`src/rtl/fetch_stage.sv`:
```
// Instruction fetch stage: drives a single-outstanding-request instruction memory
// port and fills the IF/ID pipeline register, handling stall, flush and redirect.
module fetch_stage #(
    parameter logic [31:0] RESET_PC = 32'h00000000
) (
    input  logic        clk,
    input  logic        reset,
    output logic        imem_req,
    output logic [31:0] imem_addr,
    input  logic        imem_ready,
    input  logic [31:0] imem_rdata,
    input  logic        stall,
    input  logic        flush,
    input  logic        redirect_valid,
    input  logic [31:0] redirect_pc,
    output logic        id_valid,
    output logic [31:0] id_pc,
    output logic [31:0] id_instr,
    output logic [6:0]  id_opcode,
    output logic [4:0]  id_rd,
    output logic [11:0] id_immediate,
    output logic [1:0]  fsm_state
);

    // Handshake: a request is live while imem_req=1 and imem_addr stays fixed;
    // imem_ready=1 in a cycle returns imem_rdata and retires that request.

    localparam logic [31:0] NOP = 32'h00000013;

    typedef enum logic [1:0] {
        FETCH   = 2'd0,
        HOLD    = 2'd1,
        DISCARD = 2'd2
    } state_t;

    state_t      state, state_nxt;
    logic [31:0] pc, pc_nxt;
    logic [31:0] req_addr, req_addr_nxt;
    logic [31:0] hold_instr, hold_nxt;
    logic        id_valid_nxt;
    logic [31:0] id_pc_nxt, id_instr_nxt;
    logic [31:0] target;
    logic [31:0] pc_inc;

    assign target = redirect_pc & 32'hFFFF_FFFC;
    // Outside DISCARD req_addr always equals pc, so pc+4 is also the next request.
    assign pc_inc = pc + 32'd4;

    always_comb begin
        state_nxt    = state;
        pc_nxt       = pc;
        req_addr_nxt = req_addr;
        hold_nxt     = hold_instr;
        id_valid_nxt = id_valid & ~flush;
        id_pc_nxt    = id_pc;
        id_instr_nxt = id_instr;
        if (redirect_valid) begin
            id_valid_nxt = 1'b0;
            pc_nxt       = target;
            case (state)
                HOLD: begin
                    req_addr_nxt = target;
                    state_nxt    = FETCH;
                end
                default: begin
                    // An unanswered request must stay on the bus until memory responds.
                    if (imem_ready) begin
                        req_addr_nxt = target;
                        state_nxt    = FETCH;
                    end else begin
                        state_nxt = DISCARD;
                    end
                end
            endcase
        end else begin
            case (state)
                FETCH: begin
                    if (imem_ready) begin
                        if (stall) begin
                            hold_nxt  = imem_rdata;
                            state_nxt = HOLD;
                        end else begin
                            id_valid_nxt = 1'b1;
                            id_pc_nxt    = req_addr;
                            id_instr_nxt = imem_rdata;
                            pc_nxt       = pc_inc;
                            req_addr_nxt = pc_inc;
                        end
                    end
                end
                HOLD: begin
                    if (!stall) begin
                        id_valid_nxt = 1'b1;
                        id_pc_nxt    = req_addr;
                        id_instr_nxt = hold_instr;
                        pc_nxt       = pc_inc;
                        req_addr_nxt = pc_inc;
                        state_nxt    = FETCH;
                    end
                end
                DISCARD: begin
                    if (imem_ready) begin
                        req_addr_nxt = pc;
                        state_nxt    = FETCH;
                    end
                end
                default: state_nxt = FETCH;
            endcase
        end
    end

    always_ff @(posedge clk or posedge reset) begin
        if (reset) begin
            state      <= FETCH;
            pc         <= RESET_PC;
            req_addr   <= RESET_PC;
            hold_instr <= NOP;
            id_valid   <= 1'b0;
            id_pc      <= 32'h00000000;
            id_instr   <= NOP;
        end else begin
            state      <= state_nxt;
            pc         <= pc_nxt;
            req_addr   <= req_addr_nxt;
            hold_instr <= hold_nxt;
            id_valid   <= id_valid_nxt;
            id_pc      <= id_pc_nxt;
            id_instr   <= id_instr_nxt;
        end
    end

    assign imem_req     = (state != HOLD) && !reset;
    assign imem_addr    = req_addr;
    assign id_opcode    = id_instr[6:0];
    assign id_rd        = id_instr[11:7];
    assign id_immediate = id_instr[31:20];
    assign fsm_state    = state;

endmodule

```
`config.mk`:
```
export PLATFORM = sky130hd
export DESIGN_NAME = fetch_stage
export DESIGN_NICKNAME = d
export VERILOG_FILES = /design/src/rtl/fetch_stage.sv
export SDC_FILE = /design/constraint.sdc
export NUM_CORES = 1
export LEC_CHECK = 0
export CORE_MARGIN = 2
export CORE_UTILIZATION = 50
export DETAILED_ROUTE_END_ITERATION = 10
export GPL_TIMING_DRIVEN = 0
export MAX_ROUTING_LAYER = met4
export PLACE_DENSITY_LB_ADDON = 0.05
export SYNTH_ARGS = -nofsm -noshare
export SYNTH_HDL_FRONTEND = slang
export SYNTH_SLANG_ARGS = --single-unit
```
`constraint.sdc`:
```
create_clock -name clk -period 7.1 [get_ports clk]
set_clock_uncertainty 0.15 [all_clocks]
set_input_delay 1.065 -clock clk [delete_from_list [all_inputs] [get_ports clk]]
set_output_delay 1.065 -clock clk [all_outputs]
set_load 0.01 [all_outputs]
```
==> out/results.ini, run 1 <==
[status]
status = finished, final reports clean

[sta]
fmax_mhz = 274
tightest_slew_ps = 1220
max_slew_margin = 0.182
finalHoldViolations = 0
drv_slew = 0
holdWs_ps = 354
layout_min_cycle_time_ps = 3640
rsz0062_at_grt = no
setup_violations = 0
fin_crit_sh = 0.513
setup-tns-final_ps = 0

[synth]
yosys_warnings = 0
postSynth.asyncResetShare = 1.00
synthesis.nets = 792
synth_top_family_by_area = multiplexers
yosys.area.top_type = dfrtp_1
synth.top_cell.area_share = 0.492
ys_seq_area_frac = 0.513
synth-xor-area-share = 0.0597
synthSimpleGateAreaFrac = 0.137
synthCells = 721
synth_compound_area_frac = 0.0829
synth-edff-count = 0
netlist_area_um2 = 7780
synth_cell_types = 52
synth-seq-cells = 159
synth_fa_ha_area_frac = 0.00161
synth_area_leaders = dfrtp_1, mux2_2, mux2i_1, nor2_1, a21oi_1
synthMuxAreaShare = 0.152
synth.avg_cell_area_um2 = 10.8
synthFlopType = dfrtp_1

[drt]
avgViaCountPerCell = 5.59
wl_per_cell_um = 19.5
drt-total-wl_um = 22100
drtPass1Iterations = 5
via_count = 6344
drcViolationCount = 0
drtAntennaViolNets = 0
drt_iter0_drc = 474

[flow_run]
drv_cap = 0

[clock_tree]
ctsResizeCount = 0
cts_tree = built
cts_max_path_buffers = 2
cts_buffers = 17
cts_root_buf = clkbuf_16
cts_sinks = 159
clk_latency_ps = 430
path_clk_slew_ps = 60
post-cts-setup-buffers = 0
htree_levels = 4
cts_hold_buf = 0

[floorplanning]
die_h_um = 129
dieArea_um2 = 16600
rows = 45
dieWidth_um = 129
initial_utilization = 0.512
io_pins = 194
core_um2 = 15200

[layout]
stdcell_count = 1134
num-nets-final = 1004
drive_above_1_share = 0.181
final_area_um2 = 10500
syn2layout_area_growth_pct = 35.5
diodes = 0
fillers = 1170

[worst_hold_path]
hold_depth = 1
min-delay-start = id_pc[23]
hold_class = reg -> reg
min_to = id_pc[23]

[setup_path]
rrSetupSlack_ps = 4030
crit_chain = nor2b_1 -> buf_2 -> buf_1 -> nor2_1 -> clkdlybuf4s50_1
crit_type = reg -> out
cp-start-kind = flop
crit_required_ps = 5880
endpoint_kind = output port
arrival_ps = 2430
r2r_start = pc[2]
critPathSlowestCell = buf_1
cpPeakStageDelay_ps = 570
reg2reg_depth = 6
path_buf_inv = 3
critPathMaxFanout = 10
reg2reg_to = pc[20]
path_delay_family = buffers and inverters

[global_route]
first_global_vias = 6360
grtUsageMet3 = 0.0669
grt_max_degree = 95
overflow = 0
busiest_layer = met2
grt_first_pass_wirelength_um = 34300
met2_usage = 0.458
gr-usage-all-layers = 0.282
antenna_found_initial = 0
grt_use_met1 = 0.349

[placement]
place_area_um2 = 9960
io_buffers = 191
dp_hpwl_um = 15700
place.gp.congestion = 0.920
dp.cells = 1102

[power_and_ir_drop]
p_seq_frac = 0.412
leakage_uw = 0.00426
power.density_nw_per_um2 = 288
p_sw_uw = 864
peakVddDrop_mv = 0.173
pwr-share-comb = 0.291
clkPwrFrac = 0.297
internal_power_uw = 2170
swShare = 0.285

-- worst max-delay path by stage --
stage / from / to / slack [ps] / depth (start not counted)
after floorplan: reset / fsm_state[0] / 1600 / 1
after global placement: reset / imem_addr[20] / -450 / 2
after detailed placement: redirect_valid / imem_addr[21] / 3270 / 6
after CTS: fsm_state[0] / imem_req / 3460 / 5
after global routing: fsm_state[0] / imem_req / 3340 / 5
final: fsm_state[0] / imem_req / 3460 / 5
-- flip-flops by register name, summed over array words and instances (netlist names) --
signal / flops
imem_addr: 31
pc: 30
fsm_state: 2
id_valid: 1
id_pc: 31
hold_instr: 32
id_instr: 32
-- per-stage QoR --
step	util	power, uW	setup slack, ps
floorplan	-	1660	1600
global placement	0.653	2110	-447
detailed placement	0.655	2150	3270
CTS	0.693	3050	3460
global route	0.693	3180	3340
finish	0.693	3030	3460
-- layout make-up --
class | count | area [um^2] | area share
flip-flops and latches | 159 | 3990 | 0.378
repair buffers | 193 | 1940 | 0.185
well taps | 188 | 235 | 0.0223
clock inverters | 10 | 110 | 0.0105
clock buffers | 22 | 464 | 0.0441
plain buffers | 71 | 402 | 0.0381
inverters | 5 | 23.8 | 0.00226
multi-input cells | 486 | 3370 | 0.320
-- power groups by stage --
stage          registers (uW)  clock network, uW  logic, uW
2_1_floorplan            1300                  0        360
3_3_place_gp             1250                  0        865
3_5_place_dp             1260                  0        885
4_1_cts                  1250                910        891
5_1_grt                  1280                951        948
6_report                 1250                902        883
-- logic make-up after synthesis --
group                    Yosys count
AND/OR/NAND/NOR                  214
flip-flops                       159
AO/OA/AOI/OAI                    109
multiplexers                     109
buffers and inverters             76
XOR/XNOR                          53
adder cells (fa/ha/maj)            1
-- cells in the final DEF (no fill, tap or decap), types with 3 or more instances in the layout --
cell type	count
mux2i_1	35
dfstp_2	6
nor4_1	6
nor4_2	3
buf_2	18
clkbuf_16	17
clkinv_2	5
buf_4	27
o31ai_1	8
o221ai_1	6
a21oi_1	53
nand2b_1	5
a22oi_1	6
nor4_4	3
nor3_1	11
xnor2_1	28
mux2_2	74
xor2_1	25
clkdlybuf4s50_1	191
or3_1	5
nand3_1	18
dfrtp_1	153
a21boi_0	3
a31oi_1	4
nand4_1	17
clkbuf_2	4
clkbuf_1	22
a21o_1	3
nor2_1	72
buf_1	3
o21ai_0	19
nand2_1	60
-- layer usage --
| metal | share of wire | wire (um) |
|---|---|---|
| met5 | 0 | 0 |
| met3 | 0.064 | 1410 |
| met2 | 0.49 | 10900 |
| met4 | 0.025 | 561 |
| met1 | 0.42 | 9290 |
-- cell usage after synthesis (2+ instances only) --
library cell,n
clkbuf_1,19
o31ai_1,8
buf_1,3
a21boi_0,3
o221ai_1,6
a22oi_1,6
nand4_1,17
nor3_1,11
nor2b_1,2
mux2i_1,35
xnor2_1,28
xor2_1,25
nand2_1,60
nor4_1,6
nor2_1,72
mux2_2,74
clkbuf_2,4
clkinv_1,2
nor4_4,3
buf_4,27
nand3_1,18
nor4_2,3
a21oi_1,53
and3_1,2
a21o_1,3
nand2b_1,5
dfstp_2,6
or3_1,5
inv_1,3
a31oi_1,4
o21ai_0,19
dfrtp_1,153
buf_2,17
-- worst register-to-register path: stages (launching register included) --
cell	delay [ps]
dfrtp_1	520
ha_1	260
nand3_1	270
nor4_1	1100
nand2_1	240
xnor2_1	180
mux2_2	260
No activity file was read; power rests on OpenSTA's default activity.
==> run 2: changes to the inputs <==
CORE_UTILIZATION = 45   (was 50)
clock period = 2.95 ns   (was 7.1 ns; I/O delays follow)
==> out/results.ini, run 2 (same netlist as run 1, synthesis figures left out) <==
[drt]
drcViolationCount = 0  ; unchanged
drtAntennaViolNets = 0  ; unchanged
avgViaCountPerCell = 5.36  ; -4.2%
drtPass1Iterations = 5  ; unchanged
drt-total-wl_um = 22500  ; +1.7%
via_count = 6288  ; -0.88%
drt_iter0_drc = 357  ; -25%
wl_per_cell_um = 19.2  ; -1.6%

[power_and_ir_drop]
swShare = 0.293  ; +0.00797
clkPwrFrac = 0.302  ; +0.005
pwr-share-comb = 0.291  ; about the same
p_sw_uw = 2160  ; +150%
leakage_uw = 0.00429  ; +0.62%
p_seq_frac = 0.407  ; -0.005
internal_power_uw = 5210  ; +140%
power.density_nw_per_um2 = 691  ; +140%
peakVddDrop_mv = 0.412  ; +140%

[layout]
num-nets-final = 1006  ; +0.20%
drive_above_1_share = 0.191  ; +0.0102
stdcell_count = 1173  ; +3.4%
reg_top3 = hold_instr (32), id_instr (32)
diodes = 0  ; unchanged
layout_commonest_cell = clkdlybuf4s50_1
utilization = 0.623  ; -0.0704
fillers = 1453  ; +24%
syn2layout_area_growth_pct = 37.0
final_cell_mix = clkdlybuf4s50_1, dfrtp_1, mux2_2

[floorplanning]
dieArea_um2 = 18400  ; +11%
rows = 48  ; +6.7%
die_h_um = 135  ; +5.2%
initial_utilization = 0.454  ; -0.0572
io_pins = 194  ; unchanged
dieWidth_um = 135  ; +5.2%
core_um2 = 17100  ; +13%

[sta]
fin_ws_ps = 156  ; -3300 ps
drv_slew = 0  ; unchanged
max_slew_margin = 0.347  ; +0.165
setup-tns-final_ps = 0  ; unchanged
layout_min_cycle_time_ps = 2790
fmax_mhz = 358
finalHoldViolations = 0  ; unchanged
setup_violations = 0  ; unchanged
fin_crit_sh = 0.947
tightest_slew_ps = 971  ; -244 ps
rsz0062_at_grt = no

[clock_tree]
path_clk_slew_ps = 70  ; about the same
cts_buffers = 17  ; unchanged
cts_root_buf = clkbuf_16
cts_tree = built
cts_hold_buf = 0  ; unchanged
htree_levels = 4  ; unchanged
cts_max_path_buffers = 2  ; unchanged
clk_latency_ps = 420  ; about the same
cts_sinks = 159  ; unchanged

[worst_hold_path]
min_to = id_pc[21]
min-delay-start = id_pc[21]
hold_class = reg -> reg
hold_depth = 1  ; unchanged

[setup_path]
r2r_start = fsm_state[0]
crit_chain = clkdlybuf4s50_1 -> buf_1 -> clkinv_1 -> buf_1 -> clkbuf_1 -> a21boi_0
crit_required_ps = 3140  ; -2740 ps
rrSetupSlack_ps = 170  ; -3860 ps
critPathSlowestCell = clkdlybuf4s50_1
cp-start-kind = primary input
path_common_cell = buf_1
endpoint_kind = flop
arrival_ps = 2980  ; +550 ps
reg2reg_depth = 6  ; unchanged
critPathMaxFanout = 10  ; unchanged
cpPeakStageDelay_ps = 540  ; -30 ps
crit_type = in -> reg
reg2reg_to = imem_addr[12]

[global_route]
grt_max_degree = 43  ; -55%
grt_first_pass_wirelength_um = 35300  ; +3.0%
gr-usage-all-layers = 0.261  ; -0.0203
antenna_found_initial = 0  ; unchanged
first_global_vias = 6332  ; -0.44%
overflow = 0  ; unchanged

[status]
status = finished, final reports clean

[placement]
pre_cts_ws_ps = -333  ; -3600 ps
dp.cells = 1141  ; +3.5%
io_buffers = 191  ; unchanged
place.gp.congestion = 0.922  ; +0.26%
dp_hpwl_um = 16500  ; +4.6%

[flow_run]
drv_cap = 0  ; unchanged

==> run 2: changes by cell type in the layout (fill, tap and decap cells not counted), sizes merged <==
cell	before	now
clkinv	8	6
clkbuf	45	41
buf	50	52
clkinvlp	1	3
inv	4	8
==> run 2: layer usage <==
layer  track usage  vias to the layer above  wire, um
li1              -                     2935         -
met1         0.344                     3093     10100
met2         0.412                      221     10800
met3        0.0471                       39      1150
met4        0.0862                        0       474
met5             -                        -         0
==> run 2: final cells by class <==
class / count / area (um^2) / area share
sequential: 159 / 3990 / 0.374
multi-input combinational: 486 / 3390 / 0.318
buffer: 71 / 405 / 0.0380
clock inverter: 14 / 156 / 0.0147
tap: 225 / 282 / 0.0264
clock buffer: 18 / 429 / 0.0403
inverter: 5 / 22.5 / 0.00211
timing repair buffer: 195 / 1990 / 0.187
==> run 2: worst max-delay path: cells and delay by family <==
| family | cells | cell delay (ps) |
|---|---|---|
| AO/OA/AOI/OAI | 1 | 280 |
| buffers and inverters | 5 | 2250 |
==> run 2: worst max-delay path by stage <==
stage	to	slack, ps	start	cells past startpoint
2_1_floorplan	fsm_state[0]	350	reset	1
3_3_place_gp	id_pc[17]	-980	reset	2
3_5_place_dp	imem_addr[21]	-330	redirect_valid	6
4_1_cts	imem_addr[25]	110	fsm_state[0]	6
5_1_grt	pc[15]	10	redirect_valid	6
6_report	pc[15]	160	redirect_valid	6
==> run 2: power groups by stage <==
stage | Combinational, uW | Sequential [uW] | Clock, uW
final | 2140 | 3000 | 2220
after global routing | 2310 | 3070 | 2370
after CTS | 2170 | 3000 | 2260
after detailed placement | 2150 | 3040 | 0
after global placement | 2100 | 3000 | 0
after floorplan | 868 | 3130 | 0
==> run 2: repair_timing <==
item | in CTS | in global routing
cloned | 0 | 0
endpoints found under the setup margin | 3 | 19
setup buffers | 0 | 0
hold endpoints to repair | 0 | 0
gates resized for setup | 2 | 5
==> run 2: per-stage QoR <==
step	cell area (um^2)	power (uW)	hold slack [ps]
after floorplan	7780	4000	329
after global placement	9970	5100	336
after detailed placement	10100	5190	343
after CTS	10700	7420	358
after global routing	10700	7740	367
final	10700	7360	355
==> run 3: changes to the inputs <==
REMOVE_ABC_BUFFERS = 1   (was not set)
==> out/results.ini, run 3 (same netlist as run 1, synthesis figures left out) <==
[layout]
reg_top3 = hold_instr (32), id_instr (32)
num-nets-final = 939  ; -6.7%
syn2layout_area_growth_pct = 33.7
final_area_um2 = 10400  ; -2.4%
layout_commonest_cell = clkdlybuf4s50_1
stdcell_count = 1107  ; -5.6%
final_cell_mix = clkdlybuf4s50_1, dfrtp_1, mux2_2
utilization = 0.608  ; -0.0151
drive_above_1_share = 0.153  ; -0.0377

[clock_tree]
path_clk_slew_ps = 70  ; about the same
cts_max_path_buffers = 2  ; unchanged
clk_latency_ps = 430  ; about the same
cts_buffers = 17  ; unchanged
cts_sinks = 159  ; unchanged
cts_tree = built
htree_levels = 4  ; unchanged
cts_root_buf = clkbuf_16

[sta]
max_slew_margin = 0.187  ; -0.160
rsz0062_at_grt = no
holdWs_ps = 293  ; -62.1 ps
layout_min_cycle_time_ps = 2710  ; -86.3 ps
fin_crit_sh = 0.918  ; -0.0292
tightest_slew_ps = 1210  ; +237 ps
setup_violations = 0  ; unchanged
drv_slew = 0  ; unchanged
fmax_mhz = 369  ; +3.2%
fin_ws_ps = 243  ; +86.3 ps
finalHoldViolations = 0  ; unchanged

[power_and_ir_drop]
leakage_uw = 0.00411  ; -4.2%
swShare = 0.277  ; -0.0155
p_seq_frac = 0.410  ; +0.003
power.density_nw_per_um2 = 706  ; +2.1%
pwr-share-comb = 0.267  ; -0.024
peakVddDrop_mv = 0.460  ; +12%
clkPwrFrac = 0.323  ; +0.021
internal_power_uw = 5300  ; +1.8%
p_sw_uw = 2030  ; -5.6%

[drt]
drt_iter0_drc = 391  ; +9.5%
drt-total-wl_um = 19000  ; -16%
avgViaCountPerCell = 5.27  ; -1.6%
wl_per_cell_um = 17.2  ; -11%
drtAntennaViolNets = 0  ; unchanged
drcViolationCount = 0  ; unchanged
via_count = 5839  ; -7.1%
drtPass1Iterations = 4  ; -1

[setup_path]
rrSetupSlack_ps = 240  ; +70 ps
cp-start-kind = flop
critPathMaxFanout = 15  ; +5
crit_required_ps = 3100  ; -40 ps
reg2reg_depth = 5  ; -1
reg2reg_to = imem_addr[30]
crit_type = reg -> reg
arrival_ps = 2860  ; -120 ps
r2r_start = fsm_state[0]
endpoint_kind = flop

[floorplanning]
die_h_um = 135  ; unchanged
rows = 48  ; unchanged
dieArea_um2 = 18400  ; unchanged
dieWidth_um = 135  ; unchanged
core_um2 = 17100  ; unchanged
io_pins = 194  ; unchanged
initial_utilization = 0.454  ; unchanged

[status]
status = finished, final reports clean

[placement]
place_area_um2 = 9750  ; -3.1%
io_buffers = 191  ; unchanged
place.gp.congestion = 0.864  ; -6.3%
dp_hpwl_um = 13400  ; -19%
pre_cts_ws_ps = -1030  ; -700 ps
dp.cells = 1073  ; -6.0%

[global_route]
overflow = 0  ; unchanged
gr-usage-all-layers = 0.222  ; -0.0398
grt_first_pass_wirelength_um = 30600  ; -13%
antenna_found_initial = 1  ; +1
grt_max_degree = 112  ; +160%
first_global_vias = 5847  ; -7.7%

[worst_hold_path]
hold_class = in -> async

[flow_run]
drv_cap = 0  ; unchanged

-- run 3: changes by cell type in the layout (fill, tap and decap cells not counted), moves of 3 or more --
cell,change
buf_4,-26
clkbuf_2,-6
clkbuf_8,+5
clkbuf_1,-17
buf_2,-17
clkinv_2,-3
clkinvlp_4,-3
-- run 3: worst max path at each step --
| stage | from | endpoint | slack [ps] | cells after the start |
|---|---|---|---|---|
| after global placement | fsm_state[0] | imem_addr[24] | -5350 | 4 |
| after detailed placement | redirect_valid | imem_addr[30] | -1030 | 5 |
| after global routing | fsm_state[0] | imem_addr[30] | 7 | 5 |
| after CTS | fsm_state[1] | id_pc[19] | 40 | 6 |
| final | fsm_state[0] | imem_addr[30] | 240 | 5 |
| after floorplan | fsm_state[0] | imem_addr[13] | -2290 | 4 |
-- run 3: power groups by stage --
stage / registers [uW] / logic, uW / clock network, uW
after floorplan: 3190 / 677 / 0
after global placement: 3020 / 1940 / 0
after detailed placement: 3050 / 1980 / 0
after CTS: 3020 / 1990 / 2420
after global routing: 3080 / 2120 / 2520
final: 3010 / 1960 / 2370
-- run 3: worst max-delay path, stage by stage, from the launching register on --
cell	delay, ps
dfrtp_1	450
nor2b_4	570
o22a_1	620
nand2_1	370
nor3_1	320
a211oi_1	90
-- run 3: what timing repair did --
| item | CTS | global route |
|---|---|---|
| hold buffers | 0 | 0 |
| gates resized for setup | 1 | 1 |
| pin swaps | 0 | 1 |
| setup endpoints to repair | 35 | 10 |
| setup buffers | 0 | 1 |
-- run 3: final cells by class --
| class | count | area, um^2 |
|---|---|---|
| antenna | 1 | 2.50 |
| clock inverter | 9 | 145 |
| timing repair buffer | 199 | 2060 |
| tap | 225 | 282 |
| clock buffer | 23 | 498 |
| multi-input combinational | 486 | 3400 |
| fill | 1411 | 6720 |
| sequential | 159 | 3990 |
| inverter | 5 | 28.8 |
-- run 3: through the flow --
stage | setup TNS [ps] | total power, uW
floorplan | -487860 | 3870
global placement | -1194070 | 4960
detailed placement | -33960 | 5030
CTS | 0 | 7430
global route | 0 | 7710
finish | 0 | 7340
-- run 3: routing by layer --
layer / routed length (um) / share of wire / up-vias / track usage
met5: 0 / 0 / - / -
met4: 302 / 0.016 / 0 / 0.0700
met3: 803 / 0.042 / 24 / 0.0389
met2: 9390 / 0.49 / 168 / 0.366
met1: 8520 / 0.45 / 2857 / 0.280
li1: - / - / 2790 / -
